==> src/rtl/fifo_param_if.sv <==
// Producer/consumer bundle for the parametrised FIFO.
// The slave modport faces the FIFO, the master faces its user.
interface fifo_param_if #(
  parameter int DATA_WIDTH = 32,
  parameter int ADDR_WIDTH = 3
);
  logic                  wr_en;
  logic                  rd_en;
  logic [DATA_WIDTH-1:0] din;
  logic [DATA_WIDTH-1:0] dout;
  logic                  full;
  logic                  empty;
  logic                  almost_full;
  logic                  almost_empty;
  logic                  wr_ack;
  logic                  wr_err;
  logic                  rd_ack;
  logic                  rd_err;
  logic [ADDR_WIDTH:0]   data_count;

  modport master (
    output wr_en, rd_en, din,
    input  dout, full, empty,
    input  almost_full, almost_empty,
    input  wr_ack, wr_err, rd_ack, rd_err,
    input  data_count
  );

  modport slave (
    input  wr_en, rd_en, din,
    output dout, full, empty,
    output almost_full, almost_empty,
    output wr_ack, wr_err, rd_ack, rd_err,
    output data_count
  );
endinterface

==> src/rtl/fifo_param.sv <==
// Single-clock parametrised FIFO: controller FSM plus storage.
// Registered dout, ack/err strobes and threshold flags.
module fifo_param #(
  parameter int DATA_WIDTH = 32,
  parameter int ADDR_WIDTH = 3,
  parameter int AF_THRESH  = 7,
  parameter int AE_THRESH  = 1
) (
  input logic         clk,
  input logic         reset_n,
  fifo_param_if.slave bus
);
  localparam int DEPTH = 1 << ADDR_WIDTH;
  localparam int CW    = ADDR_WIDTH + 1;

  typedef enum logic [2:0] {
    INIT     = 3'b000,
    WRITE    = 3'b001,
    READ     = 3'b010,
    WR_ERROR = 3'b011,
    RD_ERROR = 3'b100,
    NO_OP    = 3'b101,
    WR_RD    = 3'b110
  } state_t;

  state_t                state;
  state_t                nxt;
  logic [DATA_WIDTH-1:0] mem [DEPTH];
  logic [ADDR_WIDTH-1:0] head;
  logic [ADDR_WIDTH-1:0] tail;
  logic [CW-1:0]         count;
  logic [CW-1:0]         cnt_nxt;
  logic [DATA_WIDTH-1:0] dout;
  logic                  rd_miss;
  logic                  miss;
  logic                  wr_ok;
  logic                  rd_ok;
  logic                  is_full;
  logic                  is_empty;
  logic                  full;
  logic                  empty;
  logic                  afull;
  logic                  aempty;

  assign is_full  = count == CW'(DEPTH);
  assign is_empty = count == '0;

  // Next state depends only on the request and occupancy,
  // so an illegal encoding never persists past one edge.
  always_comb begin
    nxt  = NO_OP;
    miss = 1'b0;
    unique case (1'b1)
      bus.wr_en && bus.rd_en: begin
        if (is_empty) begin
          nxt  = WRITE;
          miss = 1'b1;
        end else begin
          nxt = WR_RD;
        end
      end
      bus.wr_en && !bus.rd_en:
        nxt = is_full ? WR_ERROR : WRITE;
      !bus.wr_en && bus.rd_en:
        nxt = is_empty ? RD_ERROR : READ;
      default:
        nxt = NO_OP;
    endcase
  end

  assign wr_ok   = (nxt == WRITE) || (nxt == WR_RD);
  assign rd_ok   = (nxt == READ) || (nxt == WR_RD);
  assign cnt_nxt = count + CW'(wr_ok) - CW'(rd_ok);

  always_ff @(posedge clk) begin
    if (reset_n && wr_ok) mem[tail] <= bus.din;
  end

  always_ff @(posedge clk) begin
    if (!reset_n) begin
      state   <= INIT;
      head    <= '0;
      tail    <= '0;
      count   <= '0;
      dout    <= '0;
      rd_miss <= 1'b0;
      full    <= 1'b0;
      afull   <= 1'b0;
      empty   <= 1'b1;
      aempty  <= 1'b1;
    end else begin
      state   <= nxt;
      rd_miss <= miss;
      count   <= cnt_nxt;
      if (wr_ok) tail <= tail + 1'b1;
      if (rd_ok) begin
        head <= head + 1'b1;
        dout <= mem[head];
      end
      full   <= cnt_nxt == CW'(DEPTH);
      empty  <= cnt_nxt == '0;
      afull  <= cnt_nxt >= CW'(AF_THRESH);
      aempty <= cnt_nxt <= CW'(AE_THRESH);
    end
  end

  assign bus.dout         = dout;
  assign bus.data_count   = count;
  assign bus.full         = full;
  assign bus.empty        = empty;
  assign bus.almost_full  = afull;
  assign bus.almost_empty = aempty;
  assign bus.wr_ack = (state == WRITE) || (state == WR_RD);
  assign bus.rd_ack = (state == READ) || (state == WR_RD);
  assign bus.wr_err = state == WR_ERROR;
  assign bus.rd_err = (state == RD_ERROR) || rd_miss;
endmodule

==> src/flat_wrapper.sv <==
// flat-port wrapper written by rule: the top's interface ports become plain ports
module fifo_param_flat 
#(
  parameter int DATA_WIDTH = 32,
  parameter int ADDR_WIDTH = 3,
  parameter int AF_THRESH  = 7,
  parameter int AE_THRESH  = 1
)
  (clk, reset_n, bus_wr_en, bus_rd_en, bus_din, bus_dout, bus_full, bus_empty, bus_almost_full, bus_almost_empty, bus_wr_ack, bus_wr_err, bus_rd_ack, bus_rd_err, bus_data_count);
  fifo_param_if #(.DATA_WIDTH(DATA_WIDTH), .ADDR_WIDTH(ADDR_WIDTH)) bus_i ();
  input logic clk;
  input logic reset_n;
  input wire logic [$bits(bus_i.wr_en)-1:0] bus_wr_en;
  input wire logic [$bits(bus_i.rd_en)-1:0] bus_rd_en;
  input wire logic [$bits(bus_i.din)-1:0] bus_din;
  output wire logic [$bits(bus_i.dout)-1:0] bus_dout;
  output wire logic [$bits(bus_i.full)-1:0] bus_full;
  output wire logic [$bits(bus_i.empty)-1:0] bus_empty;
  output wire logic [$bits(bus_i.almost_full)-1:0] bus_almost_full;
  output wire logic [$bits(bus_i.almost_empty)-1:0] bus_almost_empty;
  output wire logic [$bits(bus_i.wr_ack)-1:0] bus_wr_ack;
  output wire logic [$bits(bus_i.wr_err)-1:0] bus_wr_err;
  output wire logic [$bits(bus_i.rd_ack)-1:0] bus_rd_ack;
  output wire logic [$bits(bus_i.rd_err)-1:0] bus_rd_err;
  output wire logic [$bits(bus_i.data_count)-1:0] bus_data_count;
  assign bus_i.wr_en = bus_wr_en;
  assign bus_i.rd_en = bus_rd_en;
  assign bus_i.din = bus_din;
  assign bus_dout = bus_i.dout;
  assign bus_full = bus_i.full;
  assign bus_empty = bus_i.empty;
  assign bus_almost_full = bus_i.almost_full;
  assign bus_almost_empty = bus_i.almost_empty;
  assign bus_wr_ack = bus_i.wr_ack;
  assign bus_wr_err = bus_i.wr_err;
  assign bus_rd_ack = bus_i.rd_ack;
  assign bus_rd_err = bus_i.rd_err;
  assign bus_data_count = bus_i.data_count;
  fifo_param #(.DATA_WIDTH(DATA_WIDTH), .ADDR_WIDTH(ADDR_WIDTH), .AF_THRESH(AF_THRESH), .AE_THRESH(AE_THRESH)) u_core (.clk(clk), .reset_n(reset_n), .bus(bus_i));
endmodule
==> config.mk <==
export PLATFORM = sky130hd
export DESIGN_NAME = fifo_param_flat
export DESIGN_NICKNAME = d
export VERILOG_FILES = /design/src/rtl/fifo_param_if.sv /design/src/rtl/fifo_param.sv /design/src/flat_wrapper.sv
export SDC_FILE = /design/constraint.sdc
export NUM_CORES = 1
export LEC_CHECK = 0
export CAP_MARGIN = 5
export CORE_ASPECT_RATIO = 0.5
export CORE_MARGIN = 1.5
export CORE_UTILIZATION = 53
export CTS_BUF_LIST = sky130_fd_sc_hd__clkbuf_8 sky130_fd_sc_hd__clkbuf_16
export CTS_CLUSTER_DIAMETER = 80
export DETAILED_ROUTE_END_ITERATION = 16
export GPL_TIMING_DRIVEN = 1
export PLACE_DENSITY = 0.8
export SLEW_MARGIN = 10
export SYNTH_ARGS = -nofsm -noshare
export SYNTH_HDL_FRONTEND = slang
export SYNTH_SLANG_ARGS = --single-unit
==> constraint.sdc <==
create_clock -name clk -period 5.55 [get_ports clk]
set_input_delay 1.11 -clock clk [delete_from_list [all_inputs] [get_ports clk]]
set_output_delay 1.11 -clock clk [all_outputs]
set_load 0.01 [all_outputs]
==> out/metrics.csv, run 1 <==
stage,metric,value,unit
yosys,Post-Syn Instances,723,
global_route,number of global-route vias before repair,6490,
sta,Fin Setup TNS,0,ns
setup_path,Crit path arrival time,3.75,ns
yosys,Post-synth EDFFs,256,
finish,"Design Area, Final",13670,µm²
place,DP Wirelength,13090,µm
clock_tree,Post-CTS Setup Bufs,0,
detailed_routing,drt initial violations,594,
yosys,syn_nets,768,
setup_path,internal reg-to-reg setup slack,2.35,ns
sta,Tmin final,3.333,ns
min_path,Hold EP,u_core.bus.dout[27],
clock_tree,"Reg clk slew, reported paths",0.07,ns
clock_tree,CTS max path bufs,3,
yosys,top cell type by total area after synthesis,edfxtp_1,
yosys,synthesized cell area,11700,µm²
min_path,Hold Crit Start,u_core.bus.dout[27],
global_route,largest net degree at the start of global routing,105,
sta,Highest Clock Rate,300.1,MHz
clock_tree,Skew-Pair Late Insertion Delay,0.54,ns
flow_run,Max Cap Violations,0,
detailed_routing,Vias,6394,
die,Ports,80,
power,Final Power,5875,µW
setup_path,CP Data Required Time,5.97,ns
sta,RSZ-0062 raised after global routing,no,
yosys,syn avg cell area,16.18,µm²
detailed_routing,routed len/inst,20.57,µm
min_path,hold depth,2,
finish,multi-input logic area,2800,µm²
place,Placed Cells,1077,
sta,Final Cycle Share,60.05,%
power,Pleak,0.004526,µW
setup_path,Reg2Reg Depth,14,
yosys,Synth cell types,37,
power,worst vdd ir,0.0003083,V
detailed_routing,DRC violations left,0,
sta,max-slew violation count,0,
detailed_routing,Vias per Instance,5.684,
finish,Util after Layout,63.05,%
clock_tree,cts hold-fix bufs,0,
sta,Clock Skews,0.01989,ns
die,Die Y,108.1,µm
die,initial core utilization,53.95,%
global_route,first-pass GRT wire length,35570,µm
finish,area added between synthesis and finish,16.86,%
finish,Total Nets Final,850,
setup_path,Critical Path Source Type,input port,
clock_tree,PostCTS Resize Cnt,0,
setup_path,critical path class,input port to flop,
clock_tree,CTS Buf Count,26,
die,die area,23030,µm²
finish,n_diodes,0,
die,Die X-Extent,213.1,µm
clock_tree,clock sink count,306,
clock_tree,Root Driver,clkbuf_16,
detailed_routing,drt total wl,23140,µm
sta,Final Hold Fails,0,
place,routability cong.,0.7599,
sta,count of final setup violators,0,
clock_tree,H-tree lvl count,1,
finish,Final Non-Filler Cells,1125,
clock_tree,CTS tree,built,
detailed_routing,DRT antenna net count,0,
power,PD cells,429.8,nW/µm²
place,port buffer count,79,
setup_path,r2r endpoint,u_core.bus.full,
yosys,Ys Warns,0,
yosys,"Top FF cell, synth",edfxtp_1,
global_route,total gr overflow,0,
detailed_routing,TritonRoute pass-1 iters,5,
setup_path,FF-to-FF Start,u_core.bus.data_count[2],
setup_path,worst-path maximum fanout,36,
die,area of the core,21680,µm²
finish,# fillers,1489,
global_route,initial antenna violation count,0,
yosys,sequential-to-total area share from yosys stat,74.28,%
yosys,ranking of synthesized cells by area,"edfxtp_1, mux2i_1, dfxtp_1",
status,status,finished clean,
min_path,Min-Delay Path Class,flop to flop,
global_route,GRT Overall Usage,20.45,%
sta,Max-slew headroom,17.44,%
yosys,post-synth top area share,65.72,%
sta,worst-margin pin slew,1.233,ns
place,placed inst area,12830,µm²
yosys,Synth Register Bits,306,
finish,area occupied by registers,8692,µm²
finish,share of layout cells above drive strength 1,9.091,%
yosys,ys async rst share,0,%
setup_path,Worst Setup End Kind,flop,
die,row count,38,
## area by class of cell
type | count | area share (%)
timing repair buffer | 96 | 6.773
clock inverter | 17 | 0.8696
inverter | 10 | 0.2746
sequential | 306 | 63.59
multi-input combinational | 365 | 20.49
tap | 300 | 2.746
clock buffer | 31 | 5.263
## layout by cell type (no fill, tap or decap), drive strengths merged, types with 3 or more instances in the layout
cell,Yosys,layout
buf,27,18
clkinvlp,0,3
a21boi,4,4
clkbuf,15,31
edfxtp,256,256
nand3,3,3
o21ai,34,34
a21oi,33,33
nor2,39,39
and2,9,9
nor3,4,4
nand2,12,12
nor2b,4,4
xnor2,6,6
a22oi,64,64
clkinv,0,5
dfxtp,50,50
clkdlybuf4s50,0,78
inv,10,18
mux2i,128,128
ha,8,8
## worst max-delay path by stage
stage               from               end  cells past startpoint
4_1_cts        bus_rd_en   u_core.bus.full                     12
3_5_place_dp   bus_rd_en   u_core.bus.full                     12
6_report       bus_rd_en   u_core.bus.full                     12
2_1_floorplan    reset_n  u_core.mem[1][0]                      3
5_1_grt        bus_rd_en   u_core.bus.full                     12
3_3_place_gp   bus_rd_en   u_core.bus.full                     12
## through the flow
step / setup WS [ns] / hold slack [ns]
floorplan: 0.5520 / 0.4886
global placement: 1.794 / 0.5087
detailed placement: 1.688 / 0.5103
CTS: 2.244 / 0.5402
global route: 2.066 / 0.5522
finish: 2.217 / 0.5341
## metal layers
| layer | vias to the layer above | wire length, µm | GRT usage, % | part of all wire, % |
|---|---|---|---|---|
| met4 | 0 | 439 | 6.434 | 1.9 |
| li1 | 2943 | - | - | - |
| met5 | - | 0 | 0 | 0 |
| met1 | 3211 | 10020 | 27.57 | 43 |
| met2 | 204 | 11390 | 34.53 | 49 |
| met3 | 36 | 1294 | 3.253 | 5.6 |
## sequential cells by signal (all words and copies together), names as in the netlist
register / cells
u_core.bus.almost_empty: 1
u_core.bus.data_count: 4
u_core.rd_miss: 1
u_core.state: 3
u_core.bus.dout: 32
u_core.mem: 256
u_core.tail: 3
u_core.bus.almost_full: 1
u_core.bus.full: 1
u_core.head: 3
u_core.bus.empty: 1
## cells by family after synthesis
family	Yosys count	synth area share (%)
DFF	306	74.28
AOI/OAI and AO/OA	139	7.487
muxes	128	10.95
and+or+nand+nor	82	3.476
buffers and inverters	52	2.257
adders and majority gates	9	1.027
xor gates and xnor gates	7	0.5241
## synthesized netlist by cell type, types with 2 or more instances
cell      count
edfxtp_1    256
mux2i_1     128
a22oi_1      64
dfxtp_1      50
nor2_1       39
o21ai_0      34
a21oi_1      33
buf_2        14
buf_4        13
clkbuf_1     13
nand2_1      10
and2_1        9
inv_1         9
ha_1          8
xnor2_1       6
nor2b_1       4
nor3_1        4
a21boi_0      3
nand3_1       3
a21o_1        2
clkbuf_2      2
nand2_4       2
nand2b_1      2
nor4_1        2
## report_power, final
group / internal, µW / switching [µW] / total (µW) / leakage, µW
sequential: 2650 / 124 / 2770 / 0.00273
combinational: 631 / 711 / 1340 / 0.00136
clock: 971 / 788 / 1760 / 0.000436
total: 4250 / 1620 / 5880 / 0.00453
## critical path: stages
cell and delay, ns:
clkdlybuf4s50_1 0.53, nand2_4 0.44, inv_2 0.07, ha_1 0.28, inv_1 0.06, ha_1 0.16, inv_1 0.06, fa_1 0.41
xnor2_1 0.22, nand2b_1 0.18, nor2_1 0.05, and3_1 0.17
Power figures use the tool's default switching activity.
==> run 2, diff against run 1 <==
--- a/config.mk
+++ b/config.mk
@@ -13,7 +13,7 @@
 export CTS_CLUSTER_DIAMETER = 80
 export DETAILED_ROUTE_END_ITERATION = 16
 export GPL_TIMING_DRIVEN = 1
-export PLACE_DENSITY = 0.8
+export PLACE_DENSITY = 0.83
 export SLEW_MARGIN = 10
 export SYNTH_ARGS = -nofsm -noshare
 export SYNTH_HDL_FRONTEND = slang
==> constraint.sdc (replaced) <==
create_clock -name clk -period 2.93 [get_ports clk]
set_input_delay 0.586 -clock clk [delete_from_list [all_inputs] [get_ports clk]]
set_output_delay 0.586 -clock clk [all_outputs]
set_load 0.01 [all_outputs]
==> run 2 against run 1 <==
Net effect:
- die area unchanged
- clock power is 95% higher
- total power is 94% higher
- combinational power grew 100%
==> out/metrics.csv, run 2 (synthesized netlist as in run 1, its figures left out) <==
stage,metric,value,unit,change
clock_tree,"Reg clk slew, reported paths",0.06,ns,was 0.07 ns
sta,max-slew violation count,0,,unchanged
sta,count of final setup violators,0,,unchanged
detailed_routing,DRC violations left,0,,unchanged
global_route,initial antenna violation count,0,,unchanged
global_route,total gr overflow,0,,unchanged
finish,max reg flops,256,,unchanged
global_route,first-pass GRT wire length,37090,µm,"was 35,570 µm"
detailed_routing,Vias,6506,,"was 6,394"
sta,Clock Skews,0.009632,ns,was 0.01989 ns
setup_path,Crit path arrival time,3.19,ns,was 3.75 ns
finish,area added between synthesis and finish,19.10,%,was 16.86%
die,row count,38,,unchanged
setup_path,CP bufs+invs,4,,unchanged
place,routability cong.,0.7765,,was 0.7599
place,port buffer count,79,,unchanged
min_path,Min-Delay Path Class,flop to flop,,unchanged
setup_path,family with the most delay on the worst path,adder cells,,unchanged
sta,Highest Clock Rate,359.6,MHz,
clock_tree,CTS tree,built,,unchanged
die,Ports,80,,unchanged
setup_path,CP Data Required Time,3.34,ns,was 5.97 ns
die,Die Y,108.1,µm,unchanged
flow_run,Max Cap Violations,0,,unchanged
detailed_routing,TritonRoute pass-1 iters,5,,unchanged
setup_path,cells along the critical path,inv_1 -> ha_1 -> or3b_4 -> nand2_4 -> inv_2 -> ha_1 -> inv_1 -> ha_1 -> inv_1 -> fa_1 -> xnor2_2 -> nand2b_4 -> nor2_1 -> and3_1,,was clkdlybuf4s50_1 -> nand2_4 -> inv_2 -> ha_1 -> inv_1 -> ha_1 -> inv_1 -> fa_1 -> xnor2_1 -> nand2b_1 -> nor2_1 -> and3_1
detailed_routing,DRT antenna net count,0,,unchanged
clock_tree,CTS Buf Count,27,,was 26
sta,Max-slew headroom,28.34,%,was 17.44%
die,initial core utilization,53.95,%,unchanged
detailed_routing,routed len/inst,21.04,µm,was 20.57 µm
global_route,number of global-route vias before repair,6657,,"was 6,490"
setup_path,"Max stage delay cell, worst path",fa_1,,was clkdlybuf4s50_1
power,Pleak,0.004623,µW,was 0.004526 µW
sta,worst-margin pin slew,1.072,ns,was 1.233 ns
detailed_routing,drt initial violations,605,,was 594
clock_tree,Post-CTS Setup Bufs,0,,unchanged
finish,"most common cell after layout, fill and taps aside",edfxtp_1,,unchanged
clock_tree,H-tree lvl count,1,,unchanged
setup_path,Worst Setup End Kind,flop,,unchanged
global_route,largest net degree at the start of global routing,46,,was 105
finish,Largest Register,u_core.mem,,unchanged
detailed_routing,Vias per Instance,5.722,,was 5.684
sta,Fin Setup TNS,0,ns,unchanged
finish,Total Nets Final,861,,was 850
setup_path,Critical Path Source Type,flop,,was input port
die,area of the core,21680,µm²,unchanged
finish,n_diodes,0,,unchanged
power,worst vdd ir,0.0004443,V,was 0.0003083 V
die,die area,23030,µm²,unchanged
sta,Tmin final,2.781,ns,
sta,RSZ-0062 raised after global routing,no,,unchanged
global_route,GRT Overall Usage,21.22,%,was 20.45%
setup_path,critical path class,flop to flop,,was input port to flop
die,Die X-Extent,213.1,µm,unchanged
power,PD cells,819.2,nW/µm²,was 429.8 nW/µm²
setup_path,critical path's largest stage delay,0.43,ns,was 0.53 ns
finish,share of layout cells above drive strength 1,10.63,%,was 9.091%
clock_tree,Skew-Pair Late Insertion Delay,0.53,ns,was 0.54 ns
sta,final setup margin,0.1490,ns,was 2.217 ns
place,DP Wirelength,14250,µm,"was 13,090 µm"
clock_tree,Root Driver,clkbuf_16,,unchanged
clock_tree,clock sink count,306,,unchanged
sta,Final Cycle Share,94.91,%,
detailed_routing,drt total wl,23930,µm,"was 23,140 µm"
setup_path,worst-path maximum fanout,3,,was 36
place,Setup Slack @ Placement,-0.06583,ns,was 1.688 ns
sta,Final Hold Fails,0,,unchanged
finish,most frequent cells in the layout,"edfxtp_1, mux2i_1, clkdlybuf4s50_1",,unchanged
clock_tree,CTS max path bufs,3,,unchanged
status,status,finished clean,,unchanged
-- run 2: repair_timing --
action | CTS | global route
endpoints found under the setup margin | 0 | 1
hold buffers | 0 | 0
gates resized for setup | 0 | 3
endpoints found under the hold margin | 0 | 0
-- run 2: final timing paths --
check | endpoint | from | cells after the start | slack (ns)
worst min-delay path | u_core.bus.dout[16] | u_core.bus.dout[16] | 2 | 0.53
worst max-delay path | u_core.bus.full | u_core.bus.data_count[2] | 14 | 0.15
worst min register to register | u_core.bus.dout[16] | u_core.bus.dout[16] | 2 | 0.53
worst max register to register | u_core.bus.full | u_core.bus.data_count[2] | 14 | 0.15
-- run 2: final cells by class --
| type | instances | area (µm²) |
|---|---|---|
| sequential | 306 | 8692 |
| multi-input combinational | 365 | 2848 |
| fill | 1457 | 7749 |
| inverter | 10 | 37.54 |
| clock buffer | 30 | 716.9 |
| tap | 300 | 375.4 |
| timing repair buffer | 106 | 1114 |
| clock inverter | 20 | 148.9 |
-- run 2: worst register-to-register path, stage by stage, from the launching register on --
cell      delay (ns)
dfxtp_1         0.31
inv_1           0.09
ha_1            0.17
or3b_4          0.40
nand2_4         0.08
inv_2           0.04
ha_1            0.26
inv_1           0.06
ha_1            0.16
inv_1           0.06
fa_1            0.43
xnor2_2         0.19
nand2b_4        0.17
nor2_1          0.04
and3_1          0.19
-- run 2: layer usage --
layer  global-route usage (%)  vias up  routed length, µm
li1                         -     2961                  -
met2                    35.64      227              11690
met3                    3.602       39               1478
met5                        0        -                  0
met4                    5.420        0                503
met1                    29.08     3279              10260
-- run 2: report_power, final --
| group | internal, µW | total (µW) | switching (µW) |
|---|---|---|---|
| registers | 5020 | 5260 | 238 |
| clock network | 1930 | 3440 | 1500 |
| logic | 1300 | 2720 | 1420 |
-- run 2: metrics by stage --
step | util (%) | cells | cell area (µm²) | hold WS (ns) | power [µW]
after floorplan | - | 723 | 11720 | 0.4886 | 7011
after global placement | 60.16 | 1087 | 13040 | 0.5120 | 7868
after detailed placement | 60.16 | 1087 | 13040 | 0.5117 | 7957
after CTS | 64.15 | 1137 | 13910 | 0.5306 | 11380
after global routing | 64.26 | 1137 | 13930 | 0.5533 | 11860
final | 64.26 | 1137 | 13930 | 0.5253 | 11410
